===== config.mk =====
export PLATFORM = sky130hd
export DESIGN_NAME = pipe_control
export DESIGN_NICKNAME = d
export VERILOG_FILES = /design/src/rtl/pipe_control.sv
export SDC_FILE = /design/constraint.sdc
export NUM_CORES = 1
export LEC_CHECK = 0
export BUFFER_PORTS_ARGS = -buffer_cell sky130_fd_sc_hd__buf_4
export CORE_ASPECT_RATIO = 1.1
export CORE_MARGIN = 3
export CORE_UTILIZATION = 55
export CTS_BUF_LIST = sky130_fd_sc_hd__clkbuf_2
export CTS_CLUSTER_DIAMETER = 50
export DETAILED_ROUTE_END_ITERATION = 8
export PLACE_DENSITY = 0.86
export SYNTH_ARGS = -nofsm -noshare
export SYNTH_HDL_FRONTEND = slang
export SYNTH_SLANG_ARGS = --single-unit

===== constraint.sdc =====
create_clock -name clk -period 2.74 [get_ports clk]
set_input_delay 0 -clock clk [delete_from_list [all_inputs] [get_ports clk]]
set_output_delay 0 -clock clk [all_outputs]
set_load 0.02 [all_outputs]

===== src/rtl/pipe_control.sv =====
// Pipeline control unit: decodes the ID-stage opcode into WB/M/EXE controls,
// carries them down ID/EX -> EX/MEM -> MEM/WB, and resolves load-use, branch and jump hazards.
module pipe_control #(
    parameter int OP_W  = 3,
    parameter int REG_W = 2,
    parameter int CNT_W = 8
) (
    input  logic             clk,
    input  logic             rst_n,
    input  logic [OP_W-1:0]  op,
    input  logic             id_valid,
    input  logic [REG_W-1:0] id_rs,
    input  logic [REG_W-1:0] id_rt,
    input  logic [REG_W-1:0] id_rd,
    input  logic             ex_zero,
    output logic [5:0]       ex_bundle,
    output logic [3:0]       mem_bundle,
    output logic [1:0]       wb_bundle,
    output logic             stall,
    output logic             flush,
    output logic [1:0]       pc_sel,
    output logic [CNT_W-1:0] stall_cnt,
    output logic [CNT_W-1:0] flush_cnt
);

    localparam logic [2:0] OP_LI   = 3'd0;
    localparam logic [2:0] OP_LW   = 3'd1;
    localparam logic [2:0] OP_SW   = 3'd2;
    localparam logic [2:0] OP_ADDI = 3'd3;
    localparam logic [2:0] OP_BEQ  = 3'd4;
    localparam logic [2:0] OP_SLTI = 3'd5;
    localparam logic [2:0] OP_ADD  = 3'd6;
    localparam logic [2:0] OP_JUMP = 3'd7;

    localparam logic [1:0] PC_SEQ    = 2'd0;
    localparam logic [1:0] PC_BRANCH = 2'd1;
    localparam logic [1:0] PC_JUMP   = 2'd2;

    // Opcodes above 7 only exist for wider OP_W; they decode as NOP.
    logic op_high;
    generate
        if (OP_W > 3) begin : g_wide_op
            assign op_high = |op[OP_W-1:3];
        end else begin : g_narrow_op
            assign op_high = 1'b0;
        end
    endgenerate

    logic [2:0] opc;
    logic       is_li, is_lw, is_sw, is_addi, is_beq, is_slti, is_add, is_jump;
    logic       alusrc, memtoreg, regwrite, memread, memwrite;
    logic [5:0] dec_bundle;

    assign opc     = op[2:0];
    assign is_li   = ~op_high & (opc == OP_LI);
    assign is_lw   = ~op_high & (opc == OP_LW);
    assign is_sw   = ~op_high & (opc == OP_SW);
    assign is_addi = ~op_high & (opc == OP_ADDI);
    assign is_beq  = ~op_high & (opc == OP_BEQ);
    assign is_slti = ~op_high & (opc == OP_SLTI);
    assign is_add  = ~op_high & (opc == OP_ADD);
    assign is_jump = ~op_high & (opc == OP_JUMP);

    assign alusrc     = is_li | is_lw | is_sw | is_addi | is_slti;
    assign memtoreg   = is_lw | is_sw;
    assign regwrite   = is_li | is_lw | is_addi | is_slti | is_add;
    assign memread    = is_lw;
    assign memwrite   = is_sw;
    assign dec_bundle = {memtoreg, regwrite, memread, memwrite, alusrc, is_li};

    logic [5:0]       idex_bundle_reg;
    logic             idex_branch_reg;
    logic [REG_W-1:0] idex_rd_reg;
    logic [3:0]       exmem_bundle_reg;
    logic [1:0]       memwb_bundle_reg;

    logic       taken, uses_src, load_use;
    logic       stall_int, jump_int, bubble;
    logic [5:0] idex_bundle_next;
    logic       idex_branch_next;
    logic [REG_W-1:0] idex_rd_next;

    // li and jump read no source registers, so they never wait on a load.
    assign uses_src  = id_valid & ~(is_li | is_jump | op_high);
    assign taken     = idex_branch_reg & ex_zero;
    assign load_use  = idex_bundle_reg[3] & uses_src &
                       ((idex_rd_reg == id_rs) | (idex_rd_reg == id_rt));
    assign stall_int = load_use & ~taken;
    assign jump_int  = id_valid & is_jump & ~taken;
    assign bubble    = ~id_valid | taken | stall_int | jump_int;

    assign idex_bundle_next = bubble ? 6'd0 : dec_bundle;
    assign idex_branch_next = bubble ? 1'b0 : is_beq;
    assign idex_rd_next     = bubble ? '0 : id_rd;

    // Gated with rst_n so a decode-stage jump cannot redirect fetch during reset.
    assign stall  = rst_n & stall_int;
    assign flush  = rst_n & (taken | jump_int);
    assign pc_sel = ~rst_n   ? PC_SEQ    :
                    taken    ? PC_BRANCH :
                    jump_int ? PC_JUMP   : PC_SEQ;

    always_ff @(posedge clk or negedge rst_n) begin
        if (!rst_n) begin
            idex_bundle_reg  <= 6'd0;
            idex_branch_reg  <= 1'b0;
            idex_rd_reg      <= '0;
            exmem_bundle_reg <= 4'd0;
            memwb_bundle_reg <= 2'd0;
        end else begin
            idex_bundle_reg  <= idex_bundle_next;
            idex_branch_reg  <= idex_branch_next;
            idex_rd_reg      <= idex_rd_next;
            exmem_bundle_reg <= idex_bundle_reg[5:2];
            memwb_bundle_reg <= exmem_bundle_reg[3:2];
        end
    end

    always_ff @(posedge clk or negedge rst_n) begin
        if (!rst_n) begin
            stall_cnt <= '0;
            flush_cnt <= '0;
        end else begin
            if (stall && (stall_cnt != '1)) begin
                stall_cnt <= stall_cnt + 1'b1;
            end
            if (flush && (flush_cnt != '1)) begin
                flush_cnt <= flush_cnt + 1'b1;
            end
        end
    end

    assign ex_bundle  = idex_bundle_reg;
    assign mem_bundle = exmem_bundle_reg;
    assign wb_bundle  = memwb_bundle_reg;

endmodule


==> results of run 1 <==
## tightest hold or removal path, stage by stage
cell and delay [ns]:
buf_4 0.12, nand4_2 0.15, nor2_1 0.06
## worst max-delay path by stage
| stage | depth (start not counted) | startpoint | end |
|---|---|---|---|
| global route | 6 | idex_rd_reg[1]$_DFF_PN0_ | idex_branch_reg$_DFF_PN0_ |
| floorplan | 5 | stall_cnt[0]$_DFFE_PN0P_ | stall_cnt[1]$_DFFE_PN0P_ |
| finish | 6 | idex_rd_reg[1]$_DFF_PN0_ | idex_branch_reg$_DFF_PN0_ |
| CTS | 6 | idex_rd_reg[1]$_DFF_PN0_ | idex_branch_reg$_DFF_PN0_ |
| global placement | 5 | stall_cnt[0]$_DFFE_PN0P_ | stall_cnt[1]$_DFFE_PN0P_ |
| detailed placement | 5 | stall_cnt[0]$_DFFE_PN0P_ | stall_cnt[1]$_DFFE_PN0P_ |
## metal layers
layer  vias to the layer above  track usage, %  wire length [um]  share of wire, %
met4                         0            9.12                25              0.89
li1                        494               -                 -                 -
met5                         -               0                 0                 0
met2                        40            33.9              1480                52
met3                         5            4.88               169               6.0
met1                       511            23.2              1150                41
## synthesized netlist by cell type (2+ instances only)
master    number  area share (%)
and4_1         2             1.3
and3_4         2             1.7
and3_1         6             2.8
inv_1          3            0.84
nand2b_1       2            0.93
nor2_1         6             1.7
nor3_1         5             1.9
nand2_1        4             1.1
ha_1           2             1.9
xor2_1        11             7.2
and2_1         2            0.93
nand4_1        4             1.9
mux2_2         2             1.7
dfrtp_1       31              58
xnor2_1        7             4.6
nand3_1        7             2.6
## through the flow
step	power [mW]	hold WS [ns]	setup slack [ns]
CTS	0.965	0.0104	0.669
global placement	0.742	-0.0407	1.04
floorplan	0.647	-0.296	0.916
finish	0.965	0.00765	0.635
detailed placement	0.750	-0.0410	0.970
global route	1.01	0.0125	0.463
## what timing repair did
action                     CTS  global route
hold endpoints to repair    40             0
hold buffers                 7             0
setup endpoints to repair    0             0
## power by group
group / internal, mW / leakage [nW] / switching, mW
clock: 0.0698 / 0.0330 / 0.148
sequential: 0.493 / 0.414 / 0.0482
combinational: 0.0979 / 0.512 / 0.108
## kinds of logic (layout without fill, tap and decap cells)
family,count (synthesis),after routing,share of synthesized area [%]
AND/OR/NAND/NOR,47,47,22.4
buffers and inverters,5,62,2.05
adder cells (fa/ha/maj),2,2,1.86
flip-flops,31,31,57.8
multiplexers,2,2,1.68
XOR/XNOR,18,18,11.7
AO/OA/AOI/OAI,4,4,2.52
## area by class of cell
cell class / instances / area, um2
tap: 30 / 37.5
timing repair buffer: 51 / 400
sequential: 31 / 776
multi-input combinational: 73 / 539
inverter: 3 / 11.3
clock inverter: 1 / 5.00
fill: 131 / 470
clock buffer: 7 / 35.0
==> results_dict.tcl, run 1 <==
set metrics [dict create \
    status "completed" \
    grt_pass1_vias 998 \
    grt_pass1_wl_mm 4.42 \
    die_w_um 53.1 \
    root_buffer "clkbuf_2" \
    path_max_fanout 9 \
    crit_chain "xor2_1 -> o22ai_2 -> nand3_1 -> nand4_2 -> nor4b_1 -> dlygate4sd3_1" \
    htree_levels 2 \
    ctsResizeCount 0 \
    slowest_delay_ns 0.60 \
    fin_tns_setup_ns 0 \
    worst-r2r-setup-slack_ns 0.63 \
    endpoint_kind "flip-flop" \
    stdcell_count 196 \
    drive_gt1_share_pct 38.0 \
    diodes 0 \
    ir_worst_vdd_mv 0.467 \
    first_iter_violations 25 \
    synth_edf_count 0 \
    fin_crit_sh_pct 76.8 \
    r2r_cells 6 \
    num_io_pins 45 \
    place_inst 181 \
    rsz0062_at_grt "no" \
    vias_per_cell 5.36 \
    powerDensity_mw_per_mm2 535 \
    setup_viol 0 \
    final_area_mm2 0.00180 \
    start_kind "flip-flop" \
    hold_end "idex_rd_reg[0]$_DFF_PN0_" \
    critPathRequiredTime_ns 3.03 \
    yosysWarnings 0 \
    cts_setup_buffers 0 \
    yosysUniqueCellTypes 29 \
    drc_errors 0 \
    critPathBufInv 1 \
    cts_buffers 5 \
    slowest_stage "dlygate4sd3_1" \
    r2r_start "idex_rd_reg[1]$_DFF_PN0_" \
    syn_area_per_cell_um2 12.3 \
    clock-sinks 31 \
    hold_path_class "input pin to flip-flop" \
    cts_max_path_buffers 2 \
    die_h_um 57.8 \
    die-area_mm2 0.00307 \
    worst_slew_pin_slew_ns 0.410 \
    first_pass_iters 4 \
    place_hpwl_mm 2.03 \
    dpl-instance-area_mm2 0.00169 \
    fp-row-count 18 \
    overflow 0 \
    ys_ff_latch 31 \
    grtUsageTotal_pct 19.8 \
    grt_max_degree 36 \
    utilization_pct 79.3 \
    hold_path_depth 3 \
    insertion_delay_ns 0.35 \
    synth_seq_area_share_pct 57.8 \
    yosys_most_used_dff "dfrtp_1" \
    start_util_pct 59.0 \
    hold_start "id_valid" \
    ys_async_sr_fraction_pct 100 \
    core_mm2 0.00227 \
    p_leak_nw 0.959 \
    synth_nets 124 \
    final.min_clock_period_ns 2.11 \
    path_delay_family "simple AND/OR/NAND/NOR gates" \
    gp_congestion 0.799 \
    skew_ns 0.0130 \
    cts.clk_slew.worst_paths_ns 0.14 \
    ant_nets 0 \
    r2r_end "idex_branch_reg$_DFF_PN0_" \
    hold_viol_final 0 \
    finalWirelength_mm 2.82 \
    grt_antenna_before_repair 0 \
    layout_common_cells "buf_4, dfrtp_1, xor2_1" \
    fin_nets 180 \
    max_freq_ghz 0.475 \
    port_buffers 44 \
    maxSlewViolCount 0 \
    layout_commonest_cell "buf_4" \
    cp.arrival_ns 2.40 \
    timing.setup.critical_path_class "flip-flop to flip-flop" \
    max_cap_violations 0 \
    postSynthCellCount 109 \
    syn_area_mm2 0.00134 \
    slew_headroom_pct 72.7 \
    vias 1050 \
    wire_per_inst_um 14.4 \
    syn2layout_area_growth_pct 34.4 \
    cts_tree "built" \
]
No activity file was read; power rests on OpenSTA's default activity.
==> run 2: changes to the inputs <==
- CORE_UTILIZATION: 55 -> 46
- PLACE_DENSITY: 0.86 -> 0.77
- clock period: 2.74 -> 1.78 ns (I/O delays scaled with it)
==> run 2 against run 1 <==
- clock skew fell by 0.0011 ns
- global-route usage fell by 2.9 points
- sequential share of layout area fell by 1.3 points
- non-clock buffer count rose by 4
- die area rose by 17%
- count of clock-buffer cells in the layout fell by 2
- sequential power rose by 53%
- via count fell by 1.7%
- clock power rose by 110%
- critical path type is now input pin to primary output
- largest power group unchanged
- largest cell class unchanged
==> results_dict.tcl, run 2 (same netlist as run 1, synthesis figures left out) <==
set metrics [dict create \
    max_freq_ghz 0.613 \
    htree_levels 2 \
    insertion_delay_ns 0.35 \
    fp-row-count 19 \
    setup_viol 0 \
    first_iter_violations 31 \
    clock-sinks 31 \
    cp.arrival_ns 1.63 \
    layout_common_cells "buf_4, dfrtp_1, xor2_1" \
    fin_hold_ws_ns 0.0254 \
    critPathRequiredTime_ns 1.78 \
    slew_headroom_pct 79.0 \
    seq_area_um2 778 \
    grt_pass1_vias 1041 \
    max_cap_violations 0 \
    fin_crit_sh_pct 91.6 \
    diodes 0 \
    first_pass_iters 4 \
    cts_buffers 5 \
    intPower_mw 1.15 \
    skew_ns 0.0119 \
    final.min_clock_period_ns 1.63 \
    gp_congestion 0.808 \
    grt_pass1_wl_mm 4.68 \
    switching_share_pct 29.2 \
    status "completed" \
    p_switching_mw 0.475 \
    syn2layout_area_growth_pct 39.1 \
    p_clk_share_pct 28.3 \
    layout_commonest_cell "buf_4" \
    stdcell_count 201 \
    start_kind "input pin" \
    cts_max_path_buffers 2 \
    pwr-share-seq_pct 50.9 \
    cts.clk_slew.worst_paths_ns 0.14 \
    finalWirelength_mm 2.82 \
    fin_nets 184 \
    wire_per_inst_um 14.0 \
    ant_nets 0 \
    pwr-share-comb_pct 20.8 \
    start_util_pct 50.9 \
    die-area_mm2 0.00360 \
    grt_max_degree 26 \
    ir_worst_vdd_mv 0.944 \
    grt_antenna_before_repair 0 \
    hold_path_class "input pin to flip-flop" \
    die_h_um 62.7 \
    cts_tree "built" \
    drc_errors 0 \
    p_leak_nw 0.973 \
    finalWorstSetupSlack_ns 0.150 \
    path_max_fanout 10 \
    powerDensity_mw_per_mm2 872 \
    root_buffer "clkbuf_2" \
    grtUsageTotal_pct 16.9 \
    maxSlewViolCount 0 \
    vias_per_cell 5.13 \
    rsz0062_at_grt "no" \
    port_buffers 44 \
    die_w_um 57.5 \
    endpoint_kind "primary output" \
    fin_tns_setup_ns 0 \
    num_io_pins 45 \
    fillCellCount 201 \
    multi_input_area_um2 546 \
    worst_slew_pin_slew_ns 0.314 \
    overflow 0 \
    vias 1032 \
    hold_viol_final 0 \
    core_mm2 0.00264 \
    timing.setup.critical_path_class "input pin to primary output" \
    drive_gt1_share_pct 40.6 \
    place_inst 184 \
    dp_slack_ns 0.00776 \
    place_hpwl_mm 2.03 \
]
run 2: cell count changes in the layout (fill, tap and decap cells not counted), sizes merged:
cell,before,now
clkbuf,7,5
clkinv,1,2
buf,44,48
bufinv,0,1
run 2: final cells by class:
class                      instances  area share (%)
clock inverter                     3            2.08
tap                               31            2.08
multi-input combinational         73            29.2
inverter                           3           0.603
sequential                        31            41.7
timing repair buffer              55            23.0
clock buffer                       5            1.34
run 2: worst max-delay path: stages:
cell and delay [ns]:
dlygate4sd3_1 0.53, buf_4 0.17, or3_4 0.40, and3_4 0.20, and3_4 0.18, buf_4 0.15
run 2: final timing paths:
check | end | slack [ns] | from | depth (start not counted)
max reg2reg | stall_cnt[1]$_DFFE_PN0P_ | 0.16 | stall_cnt[1]$_DFFE_PN0P_ | 5
max in group asynchronous | ex_bundle[0]$_DFF_PN0_ | 0.89 | rst_n | 3
min | idex_rd_reg[1]$_DFF_PN0_ | 0.03 | id_valid | 3
min in group asynchronous | stall_cnt[6]$_DFFE_PN0P_ | 0.21 | rst_n | 3
min reg2reg | mem_bundle[0]$_DFF_PN0_ | 0.40 | ex_bundle[2]$_DFF_PN0_ | 0
max | stall | 0.15 | op[2] | 6
run 2: per-stage QoR:
stage          utilization, %  power (mW)  instance area [um2]
4_1_cts                  70.3        1.65                 1850
2_1_floorplan               -       0.998                 1350
6_report                 70.8        1.63                 1870
5_1_grt                  70.8        1.72                 1870
3_5_place_dp             64.9        1.16                 1710
3_3_place_gp             64.9        1.15                 1710
run 2: metal layers:
layer | up-vias | routed length [um] | part of all wire [%] | track usage, %
met5 | - | 0 | 0 | 0
met2 | 36 | 1400 | 50 | 24.9
met1 | 489 | 1190 | 42 | 21.5
li1 | 502 | - | - | -
met4 | 0 | 35 | 1.2 | 6.96
met3 | 5 | 191 | 6.8 | 7.44
run 2: timing repair:
item                       in CTS  in global routing
pin swaps                       0                  1
gates cloned                    0                  0
setup endpoints to repair       1                  1
hold buffers                    7                  0
hold endpoints to repair       40                  0
resized for setup               0                  2
setup buffers                   1                  1
run 2: power by group through the flow:
| stage | registers (mW) | clock network, mW | logic [mW] |
|---|---|---|---|
| floorplan | 0.898 | 0 | 0.100 |
| global placement | 0.841 | 0 | 0.306 |
| detailed placement | 0.848 | 0 | 0.313 |
| CTS | 0.830 | 0.475 | 0.343 |
| global route | 0.840 | 0.513 | 0.367 |
| finish | 0.829 | 0.461 | 0.338 |
